===== config.mk =====
export PLATFORM = sky130hd
export DESIGN_NAME = pipelined_ripple_adder
export DESIGN_NICKNAME = d
export VERILOG_FILES = /design/src/rtl/adder_pkg.sv /design/src/rtl/carry_segment.sv /design/src/rtl/pipelined_ripple_adder.sv
export SDC_FILE = /design/constraint.sdc
export NUM_CORES = 1
export LEC_CHECK = 0
export ABC_AREA = 1
export CAP_MARGIN = 0
export CORE_ASPECT_RATIO = 0.8
export CORE_MARGIN = 1.5
export CORE_UTILIZATION = 25
export DETAILED_ROUTE_END_ITERATION = 10
export PLACE_DENSITY_LB_ADDON = 0.1
export SYNTH_ARGS = -nofsm -noshare
export SYNTH_HDL_FRONTEND = slang
export SYNTH_SLANG_ARGS = --single-unit

===== constraint.sdc =====
create_clock -name clk -period 3.25 [get_ports clk]
set_clock_uncertainty 0.1 [all_clocks]
set_input_delay 0.8125 -clock clk [delete_from_list [all_inputs] [get_ports clk]]
set_output_delay 0.8125 -clock clk [all_outputs]
set_load 0.05 [all_outputs]

===== src/rtl/adder_pkg.sv =====
// Shared adder constants: operation mode encoding and default datapath geometry.
// Combinational definitions only; no latency, no flow control.
package adder_pkg;

  localparam logic MODE_ADD = 1'b0;
  localparam logic MODE_SUB = 1'b1;

  localparam int DEF_WIDTH = 16;
  localparam int DEF_SEG   = 4;

endpackage


===== src/rtl/carry_segment.sv =====
// SEG-bit combinational ripple chain of full-adder cells.
// Zero latency; no flow control, the enclosing pipeline stage owns the handshake.
module carry_segment #(
  parameter int SEG = 4
) (
  input  logic [SEG-1:0] a,
  input  logic [SEG-1:0] b,
  input  logic           ci,
  output logic [SEG-1:0] s,
  output logic           co,
  output logic           c_msb_in
);

  always_comb begin
    logic c;
    c        = ci;
    s        = '0;
    c_msb_in = 1'b0;
    for (int i = 0; i < SEG; i++) begin
      if (i == SEG - 1) c_msb_in = c;
      s[i] = a[i] ^ b[i] ^ c;
      c    = (a[i] & b[i]) | (c & (a[i] ^ b[i]));
    end
    co = c;
  end

endmodule


===== src/rtl/pipelined_ripple_adder.sv =====
// Add/subtract split into WIDTH/SEG registered ripple segments; latency STAGES cycles, 1 beat/cycle.
// Whole pipeline (bubbles included) freezes while out_valid && !out_ready; in_ready mirrors that advance.
module pipelined_ripple_adder
  import adder_pkg::*;
#(
  parameter int WIDTH = DEF_WIDTH,
  parameter int SEG   = DEF_SEG
) (
  input  logic             clk,
  input  logic             rst,
  input  logic             in_valid,
  output logic             in_ready,
  input  logic [WIDTH-1:0] A,
  input  logic [WIDTH-1:0] B,
  input  logic             Cin,
  input  logic             sub,
  output logic             out_valid,
  input  logic             out_ready,
  output logic [WIDTH-1:0] Sum,
  output logic             Cout,
  output logic             Ovf
);

  localparam int STAGES = WIDTH / SEG;
  // Operand skew is triangular: stage k only needs bits [WIDTH-1:k*SEG], packed back to back.
  localparam int SKEW_BITS = (STAGES > 1) ?
                             (STAGES - 1) * WIDTH - SEG * (STAGES - 1) * STAGES / 2 : 1;

  logic                           adv;
  logic [WIDTH-1:0]               b_eff;
  logic [STAGES-1:0]              vld_d, vld_q;
  logic [STAGES-1:0]              cy_d, cy_q;
  logic [STAGES-1:0][WIDTH-1:0]   sum_d, sum_q;
  logic [SKEW_BITS-1:0]           skew_a_d, skew_a_q;
  logic [SKEW_BITS-1:0]           skew_b_d, skew_b_q;
  logic                           ovf_d, ovf_q;

  assign adv      = !vld_q[STAGES-1] || out_ready;
  assign in_ready = adv;
  assign b_eff    = (sub == MODE_ADD) ? B : ~B;

  for (genvar k = 0; k < STAGES; k++) begin : g_stage
    localparam int RK = WIDTH - k * SEG;

    logic [RK-1:0]    a_src, b_src;
    logic [WIDTH-1:0] s_src;
    logic [SEG-1:0]   s_seg;
    logic             ci, co;

    if (k == 0) begin : g_head
      assign a_src    = A;
      assign b_src    = b_eff;
      assign s_src    = '0;
      assign ci       = (sub == MODE_SUB) ? 1'b1 : Cin;
      assign vld_d[k] = in_valid;
    end else begin : g_body
      localparam int OFF = (k - 1) * WIDTH - SEG * (k - 1) * k / 2;
      assign a_src    = skew_a_q[OFF +: RK];
      assign b_src    = skew_b_q[OFF +: RK];
      assign s_src    = sum_q[k-1];
      assign ci       = cy_q[k-1];
      assign vld_d[k] = vld_q[k-1];
    end

    if (k < STAGES - 1) begin : g_skew
      localparam int NOFF = k * WIDTH - SEG * k * (k + 1) / 2;
      logic c_msb_unused;

      carry_segment #(.SEG(SEG)) u_seg (
        .a        (a_src[SEG-1:0]),
        .b        (b_src[SEG-1:0]),
        .ci       (ci),
        .s        (s_seg),
        .co       (co),
        .c_msb_in (c_msb_unused)
      );

      assign skew_a_d[NOFF +: RK-SEG] = a_src[RK-1:SEG];
      assign skew_b_d[NOFF +: RK-SEG] = b_src[RK-1:SEG];
    end else begin : g_tail
      logic c_msb;

      carry_segment #(.SEG(SEG)) u_seg (
        .a        (a_src[SEG-1:0]),
        .b        (b_src[SEG-1:0]),
        .ci       (ci),
        .s        (s_seg),
        .co       (co),
        .c_msb_in (c_msb)
      );

      assign ovf_d = c_msb ^ co;
    end

    assign cy_d[k]  = co;
    assign sum_d[k] = s_src | (WIDTH'(s_seg) << (k * SEG));
  end

  if (STAGES == 1) begin : g_noskew
    assign skew_a_d = '0;
    assign skew_b_d = '0;
  end

  always_ff @(posedge clk) begin
    if (rst) begin
      vld_q    <= '0;
      cy_q     <= '0;
      sum_q    <= '0;
      skew_a_q <= '0;
      skew_b_q <= '0;
      ovf_q    <= 1'b0;
    end else if (adv) begin
      vld_q    <= vld_d;
      cy_q     <= cy_d;
      sum_q    <= sum_d;
      skew_a_q <= skew_a_d;
      skew_b_q <= skew_b_d;
      ovf_q    <= ovf_d;
    end
  end

  assign out_valid = vld_q[STAGES-1];
  assign Sum       = sum_q[STAGES-1];
  assign Cout      = cy_q[STAGES-1];
  assign Ovf       = ovf_q;

endmodule


==> impl_metrics.xml, run 1 <==
<?xml version="1.0" encoding="UTF-8"?>
<metrics>
  <group name="place">
    <metric name="gpl.final_weighted_congestion" unit="">0.736</metric>
    <metric name="portBuffers" unit="">57</metric>
    <metric name="dp_hpwl" unit="microns">6670</metric>
    <metric name="post_dp_cell_area" unit="sq um">5090</metric>
  </group>
  <group name="cells_and_area">
    <metric name="num_antenna_cells" unit="">0</metric>
    <metric name="multi_input_comb_area" unit="sq um">2010</metric>
    <metric name="register_area" unit="sq um">1940</metric>
    <metric name="fillerInstances" unit="">1814</metric>
    <metric name="fin_nets" unit="">657</metric>
    <metric name="areaGrowthSynthToFinish" unit="%">25.2</metric>
    <metric name="finalInstanceArea" unit="sq um">5410</metric>
    <metric name="drive_above_1_share" unit="%">4.93</metric>
  </group>
  <group name="setup_path">
    <metric name="timing.critical_path.arrival" unit="ns">3.21</metric>
    <metric name="worst_path_dominant_cell_family" unit="">adder cells</metric>
    <metric name="cp_slowest_stage_delay" unit="ns">0.61</metric>
    <metric name="worst_r2r_path_depth" unit="">10</metric>
    <metric name="worstPathBufferInverterCount" unit="">4</metric>
    <metric name="cp_cell_sequence" unit="">clkdlybuf4s50_1, xnor2_1, fa_1, inv_1, fa_1, inv_1, fa_1, inv_1, fa_1, nor2_1, nor2_1</metric>
    <metric name="cp-endpoint" unit="">g_stage[1].s_src[3]$_SDFFE_PP0P_</metric>
    <metric name="cp-end-kind" unit="">flip-flop</metric>
    <metric name="critical_path.reg2reg.startpoint" unit="">cy_q[0]$_SDFFE_PP0P_</metric>
    <metric name="worstPathMaxFanout" unit="">3</metric>
    <metric name="setup.worst_path.class" unit="">in2reg</metric>
    <metric name="crit-reg2reg-capture" unit="">g_stage[2].s_src[7]$_SDFFE_PP0P_</metric>
    <metric name="worst_path_max_delay_cell" unit="">clkdlybuf4s50_1</metric>
    <metric name="worst-r2r-setup-slack" unit="ns">0.83</metric>
    <metric name="cp_num_cells" unit="">11</metric>
    <metric name="worst_path_most_repeated_cell" unit="">fa_1</metric>
    <metric name="critPathRequiredTime" unit="ns">3.39</metric>
    <metric name="worstSetupStartpointType" unit="">primary input</metric>
    <metric name="critical_path.startpoint" unit="">sub</metric>
  </group>
  <group name="drt">
    <metric name="vias" unit="">3433</metric>
    <metric name="drt_iter0_drc" unit="">95</metric>
    <metric name="route.detailed.drc" unit="">0</metric>
    <metric name="routed_via_density" unit="">4.15</metric>
    <metric name="wl_per_cell" unit="microns">12.1</metric>
    <metric name="detailedRoute.firstPassIterationCount" unit="">4</metric>
    <metric name="wl" unit="microns">9990</metric>
    <metric name="drt.antenna.violating_nets" unit="">0</metric>
  </group>
  <group name="logic_synthesis">
    <metric name="synth_edf_count" unit="">0</metric>
    <metric name="synth_top_flop_cell" unit="">dfxtp_1</metric>
    <metric name="syn-num-nets" unit="">614</metric>
    <metric name="synth-seq-area-share" unit="%">45.0</metric>
    <metric name="synth-seq-cells" unit="">97</metric>
    <metric name="async_flop_share" unit="%">0</metric>
    <metric name="synth_area" unit="sq um">4320</metric>
    <metric name="synth_area_per_cell" unit="sq um">7.71</metric>
    <metric name="synthesis.yosys.warnings" unit="">0</metric>
    <metric name="synth.lib_cells_used.distinct" unit="">17</metric>
    <metric name="syn-instance-count" unit="">560</metric>
  </group>
  <group name="floorplan">
    <metric name="die_height" unit="microns">121</metric>
    <metric name="floorplan.core_area" unit="sq um">16700</metric>
    <metric name="die_width" unit="microns">150</metric>
    <metric name="fp.dieArea" unit="sq um">18100</metric>
    <metric name="floorplan.io_pins" unit="">58</metric>
    <metric name="initial_core_util" unit="%">25.8</metric>
    <metric name="floorplan.rows" unit="">42</metric>
  </group>
  <group name="clock_tree">
    <metric name="cts_hold_fix_bufs" unit="">0</metric>
    <metric name="cts.reportedPaths.clkPinSlew" unit="ns">0.07</metric>
    <metric name="h-tree-depth" unit="">3</metric>
    <metric name="clk_latency" unit="ns">0.34</metric>
    <metric name="cts.repair_timing.setup_buffer_count" unit="">0</metric>
    <metric name="cts_tree" unit="">built</metric>
    <metric name="maximum_count_of_clock_buffers_along_a_single_path" unit="">2</metric>
    <metric name="cell_at_the_root_of_the_clock_tree" unit="">clkbuf_16</metric>
    <metric name="post_cts.resized_instances" unit="">0</metric>
    <metric name="clock_sinks" unit="">97</metric>
    <metric name="cts_made_buffers" unit="">9</metric>
  </group>
  <group name="grt">
    <metric name="global_route.overflow_total" unit="">0</metric>
    <metric name="grt_first_pass_wirelength" unit="microns">16900</metric>
    <metric name="grt_start_max_net_pins" unit="">74</metric>
    <metric name="antenna_violations_before_repair" unit="">0</metric>
    <metric name="grt.total_usage" unit="%">11.9</metric>
    <metric name="number_of_global_route_vias_before_repair" unit="">3525</metric>
  </group>
  <group name="power">
    <metric name="p_leak" unit="nW">2.27</metric>
    <metric name="max-vdd-ir-drop" unit="V">0.000246</metric>
    <metric name="totalPowerFinal" unit="mW">2.84</metric>
    <metric name="power.density_cell_area" unit="nW/um^2">525</metric>
  </group>
  <group name="sta">
    <metric name="holdWs" unit="ns">0.355</metric>
    <metric name="crit_path_time_final" unit="ns">3.07</metric>
    <metric name="drv_slew" unit="">0</metric>
    <metric name="setup_viol_count_final" unit="">0</metric>
    <metric name="final_worst_path_cycle_share" unit="%">94.4</metric>
    <metric name="relSlewSlack" unit="%">44.4</metric>
    <metric name="hold_viol_final" unit="">0</metric>
    <metric name="max_freq" unit="MHz">326</metric>
    <metric name="tightestPinTransition" unit="ns">0.834</metric>
    <metric name="rsz0062_at_grt" unit="">false</metric>
  </group>
  <group name="run">
    <metric name="cap_viol_max_count" unit="">0</metric>
  </group>
  <group name="status">
    <metric name="status" unit="">completed</metric>
  </group>
  <group name="worst_hold_path">
    <metric name="worstHoldPathType" unit="">reg2reg</metric>
  </group>
</metrics>
-- per-layer routing --
layer	GRT usage [%]	share of wire (%)	vias up
met3	2.98	3.6	8
met5	0	0	-
met1	15.7	51	1595
li1	-	-	1789
met2	19.2	44	41
met4	2.94	0.98	0
-- cells by family after synthesis --
kind of cell    share of synthesized area (%)
compound gates                           12.6
xor+xnor                                0.811
buf+inv                                  8.49
simple gates                             25.7
flops                                    45.0
fa+ha+maj                                7.42
-- final cells by class --
| type | count | area share [%] |
|---|---|---|
| Multi-Input combinational cell | 375 | 37.2 |
| Sequential cell | 97 | 35.9 |
| Timing Repair Buffer | 66 | 12.1 |
| Tap cell | 220 | 5.09 |
| Clock buffer | 13 | 5.00 |
| Inverter | 54 | 3.75 |
| Clock inverter | 3 | 0.879 |
-- synthesized netlist by cell type, types with 3 or more instances --
cell type  instances  area [sq um]
o21bai_1          72           541
buf_1              3          11.3
nand2_1           75           282
nor2_1           193           724
nand3b_1          11          82.6
buf_4              4          30.0
dfxtp_1           97          1940
buf_2             17          85.1
fa_1              16           320
clkbuf_1          10          37.5
inv_1             52           195
-- state kept, by name, indices dropped and copies added, names as in the netlist --
name           cells
g_stage.s_src     24
skew_a_q          24
skew_b_q          24
Sum               16
cy_q               4
vld_q              4
Ovf                1
-- layout by cell type, fill, tap and decap left out, drive strengths merged, types with 2 or more instances in the layout --
cell | synthesis | final
dfxtp | 97 | 97
xnor2 | 2 | 2
o21bai | 72 | 72
xor2 | 2 | 2
buf | 24 | 11
nand3b | 11 | 11
fa | 16 | 16
nand3 | 2 | 2
clkdlybuf4s50 | 0 | 55
nand2 | 75 | 75
nor2 | 194 | 194
clkinv | 0 | 2
clkbuf | 10 | 13
inv | 54 | 54
-- worst register-to-register path: stages, from the launching register on --
cell and delay (ns):
dfxtp_1 0.33, fa_1 0.46, inv_1 0.10, fa_1 0.17
inv_1 0.06, fa_1 0.41, inv_1 0.07, fa_1 0.42
inv_1 0.07, nor2_1 0.06, nor2_1 0.10
-- how the worst min path moves through the flow --
stage                                from                     to  slack [ns]  depth (start not counted)
global placement    vld_q[2]$_SDFFE_PP0P_  vld_q[3]$_SDFFE_PP0P_        0.36                          2
finish              vld_q[2]$_SDFFE_PP0P_  vld_q[3]$_SDFFE_PP0P_        0.35                          2
global route        vld_q[2]$_SDFFE_PP0P_  vld_q[3]$_SDFFE_PP0P_        0.39                          2
CTS                 vld_q[2]$_SDFFE_PP0P_  vld_q[3]$_SDFFE_PP0P_        0.37                          2
floorplan           vld_q[2]$_SDFFE_PP0P_  vld_q[3]$_SDFFE_PP0P_        0.34                          2
detailed placement  vld_q[2]$_SDFFE_PP0P_  vld_q[3]$_SDFFE_PP0P_        0.36                          2
-- per-stage QoR --
| stage | setup TNS, ns | instances | setup slack (ns) | util (%) |
|---|---|---|---|---|
| final | 0 | 828 | 0.180 | 32.4 |
| after global routing | 0 | 828 | 0.0257 | 32.4 |
| after CTS | 0 | 828 | 0.160 | 32.4 |
| after detailed placement | -0.206 | 812 | -0.206 | 30.5 |
| after global placement | -0.195 | 812 | -0.195 | 30.5 |
| after floorplan | 0 | 560 | 0.164 | - |
-- power by group --
group          switching, mW  total [mW]  internal [mW]  leakage, nW
Clock                  0.446        1.11          0.663        0.156
Sequential            0.0467        1.32           1.28        0.798
Combinational          0.224       0.406          0.182         1.32
Note: power is estimated with default switching activity, not from simulation.
==> run 2: changes to the inputs <==
GPL_TIMING_DRIVEN = 0   (was not set)
==> run 2 against run 1 <==
Compared with the run above:
- non-clock buffer count up 22
- critical path depth down 7
- sequential share of layout area down 0.31 points
- total power up 0.11%
- combinational power up 3%
- worst hold slack better by 0.016 ns
- highest routed layer unchanged
==> impl_metrics.xml, run 2 (same netlist as run 1, synthesis figures left out) <==
<?xml version="1.0" encoding="UTF-8"?>
<metrics>
  <group name="grt">
    <metric name="number_of_global_route_vias_before_repair" unit="">3547</metric>
    <metric name="antenna_violations_before_repair" unit="">0</metric>
    <metric name="grt.total_usage" unit="%">12.9</metric>
    <metric name="grt_first_pass_wirelength" unit="microns">17900</metric>
    <metric name="global_route.overflow_total" unit="">0</metric>
    <metric name="grt_start_max_net_pins" unit="">15</metric>
  </group>
  <group name="clock_tree">
    <metric name="clock_sinks" unit="">97</metric>
    <metric name="clk_latency" unit="ns">0.34</metric>
    <metric name="maximum_count_of_clock_buffers_along_a_single_path" unit="">2</metric>
    <metric name="cts_tree" unit="">built</metric>
    <metric name="cts_made_buffers" unit="">9</metric>
    <metric name="cts_hold_fix_bufs" unit="">0</metric>
    <metric name="cts.reportedPaths.clkPinSlew" unit="ns">0.06</metric>
    <metric name="cell_at_the_root_of_the_clock_tree" unit="">clkbuf_16</metric>
    <metric name="h-tree-depth" unit="">3</metric>
    <metric name="post_cts.resized_instances" unit="">3</metric>
    <metric name="cts.repair_timing.setup_buffer_count" unit="">0</metric>
  </group>
  <group name="floorplan">
    <metric name="die_width" unit="microns">150</metric>
    <metric name="floorplan.io_pins" unit="">58</metric>
    <metric name="floorplan.rows" unit="">42</metric>
    <metric name="floorplan.core_area" unit="sq um">16700</metric>
    <metric name="fp.dieArea" unit="sq um">18100</metric>
    <metric name="initial_core_util" unit="%">25.8</metric>
    <metric name="die_height" unit="microns">121</metric>
  </group>
  <group name="sta">
    <metric name="setup_total_negative_slack" unit="ns">0</metric>
    <metric name="max_freq" unit="MHz">331</metric>
    <metric name="drv_slew" unit="">0</metric>
    <metric name="setup_viol_count_final" unit="">0</metric>
    <metric name="rsz0062_at_grt" unit="">false</metric>
    <metric name="hold_viol_final" unit="">0</metric>
    <metric name="crit_path_time_final" unit="ns">3.02</metric>
    <metric name="relSlewSlack" unit="%">66.4</metric>
    <metric name="tightestPinTransition" unit="ns">0.505</metric>
    <metric name="final_worst_path_cycle_share" unit="%">92.9</metric>
  </group>
  <group name="drt">
    <metric name="wl_per_cell" unit="microns">12.7</metric>
    <metric name="vias" unit="">3505</metric>
    <metric name="drt.antenna.violating_nets" unit="">0</metric>
    <metric name="route.detailed.drc" unit="">0</metric>
    <metric name="drt_iter0_drc" unit="">129</metric>
    <metric name="routed_via_density" unit="">4.12</metric>
    <metric name="wl" unit="microns">10800</metric>
    <metric name="detailedRoute.firstPassIterationCount" unit="">4</metric>
  </group>
  <group name="setup_path">
    <metric name="worstSetupStartpointType" unit="">primary input</metric>
    <metric name="worst-r2r-setup-slack" unit="ns">0.88</metric>
    <metric name="cp-end-kind" unit="">output port</metric>
    <metric name="critical_path.startpoint" unit="">out_ready</metric>
    <metric name="cp-endpoint" unit="">in_ready</metric>
    <metric name="setup.worst_path.class" unit="">in2out</metric>
    <metric name="worstPathMaxFanout" unit="">11</metric>
    <metric name="critical_path.reg2reg.startpoint" unit="">cy_q[0]$_SDFFE_PP0P_</metric>
    <metric name="crit-reg2reg-capture" unit="">g_stage[2].s_src[7]$_SDFFE_PP0P_</metric>
    <metric name="critPathRequiredTime" unit="ns">2.34</metric>
    <metric name="timing.critical_path.arrival" unit="ns">2.11</metric>
    <metric name="worst_r2r_path_depth" unit="">10</metric>
  </group>
  <group name="cells_and_area">
    <metric name="layout.core_utilization" unit="%">32.6</metric>
    <metric name="drive_above_1_share" unit="%">6.35</metric>
    <metric name="fillerInstances" unit="">1800</metric>
    <metric name="layout_commonest_cell" unit="">nor2_1</metric>
    <metric name="final_cell_mix" unit="">nor2_1, dfxtp_1, nand2_1</metric>
    <metric name="num_antenna_cells" unit="">0</metric>
    <metric name="fin_nets" unit="">679</metric>
    <metric name="areaGrowthSynthToFinish" unit="%">26.3</metric>
  </group>
  <group name="place">
    <metric name="gpl.final_weighted_congestion" unit="">0.718</metric>
    <metric name="dp_hpwl" unit="microns">8180</metric>
    <metric name="portBuffers" unit="">55</metric>
  </group>
  <group name="power">
    <metric name="max-vdd-ir-drop" unit="V">0.000239</metric>
    <metric name="p_leak" unit="nW">2.31</metric>
    <metric name="power.density_cell_area" unit="nW/um^2">521</metric>
  </group>
  <group name="status">
    <metric name="status" unit="">completed</metric>
  </group>
  <group name="run">
    <metric name="cap_viol_max_count" unit="">0</metric>
  </group>
  <group name="worst_hold_path">
    <metric name="worstHoldPathType" unit="">reg2reg</metric>
  </group>
</metrics>
-- run 2: cell count changes in the layout (fill, tap and decap cells not counted) --
cell and change:
buf_1 +3, buf_12 -2, buf_2 +16, buf_4 -4, clkbuf_1 +10, clkdlybuf4s15_2 +1, clkdlybuf4s50_1 -1, clkinv_2 +1
clkinv_4 -2
-- run 2: metrics by stage --
stage	setup slack, ns	hold slack [ns]	power (mW)	cell area [sq um]	cells
4_1_cts	0.0625	0.374	2.89	5450	850
3_5_place_dp	-0.563	0.357	1.78	5140	835
5_1_grt	0.0719	0.405	3.00	5450	850
3_3_place_gp	-0.570	0.365	1.77	5140	835
6_report	0.232	0.371	2.84	5450	850
2_1_floorplan	0.164	0.336	1.62	4320	560
-- run 2: report_power, final --
| group | internal, mW | switching (mW) |
|---|---|---|
| clock | 0.659 | 0.438 |
| combinational | 0.186 | 0.233 |
| sequential | 1.28 | 0.0486 |
| total | 2.12 | 0.720 |
-- run 2: worst min path at each step --
stage	startpoint	endpoint	slack [ns]	cells after the start
after floorplan	vld_q[2]$_SDFFE_PP0P_	vld_q[3]$_SDFFE_PP0P_	0.34	2
after CTS	vld_q[2]$_SDFFE_PP0P_	vld_q[3]$_SDFFE_PP0P_	0.37	2
after detailed placement	vld_q[2]$_SDFFE_PP0P_	vld_q[3]$_SDFFE_PP0P_	0.36	2
final	vld_q[2]$_SDFFE_PP0P_	vld_q[3]$_SDFFE_PP0P_	0.37	2
after global routing	skew_a_q[9]$_SDFFE_PP0P_	skew_a_q[17]$_SDFFE_PP0P_	0.41	2
after global placement	skew_a_q[9]$_SDFFE_PP0P_	skew_a_q[17]$_SDFFE_PP0P_	0.36	2
-- run 2: final cells by class --
cell class	count	area (sq um)	share of cell area [%]
clock buffer	14	274	5.02
tap	220	275	5.05
buffer	33	160	2.94
sequential	97	1940	35.6
inverter	54	203	3.72
multi-input combinational	375	2010	36.9
timing repair buffer	55	552	10.1
clock inverter	2	35.0	0.642
-- run 2: routing by layer --
metal  vias up  GRT usage, %  part of all wire, %
met4         0          2.94                 0.93
met3         8          3.36                  3.7
met2        49          20.4                   44
li1       1835             -                    -
met1      1613          17.6                   52
met5         -             0                    0
-- run 2: worst max-delay path: stages --
cell and delay (ns):
clkdlybuf4s50_1 0.56, inv_2 0.11, nand2_2 0.21, clkdlybuf4s15_2 0.41
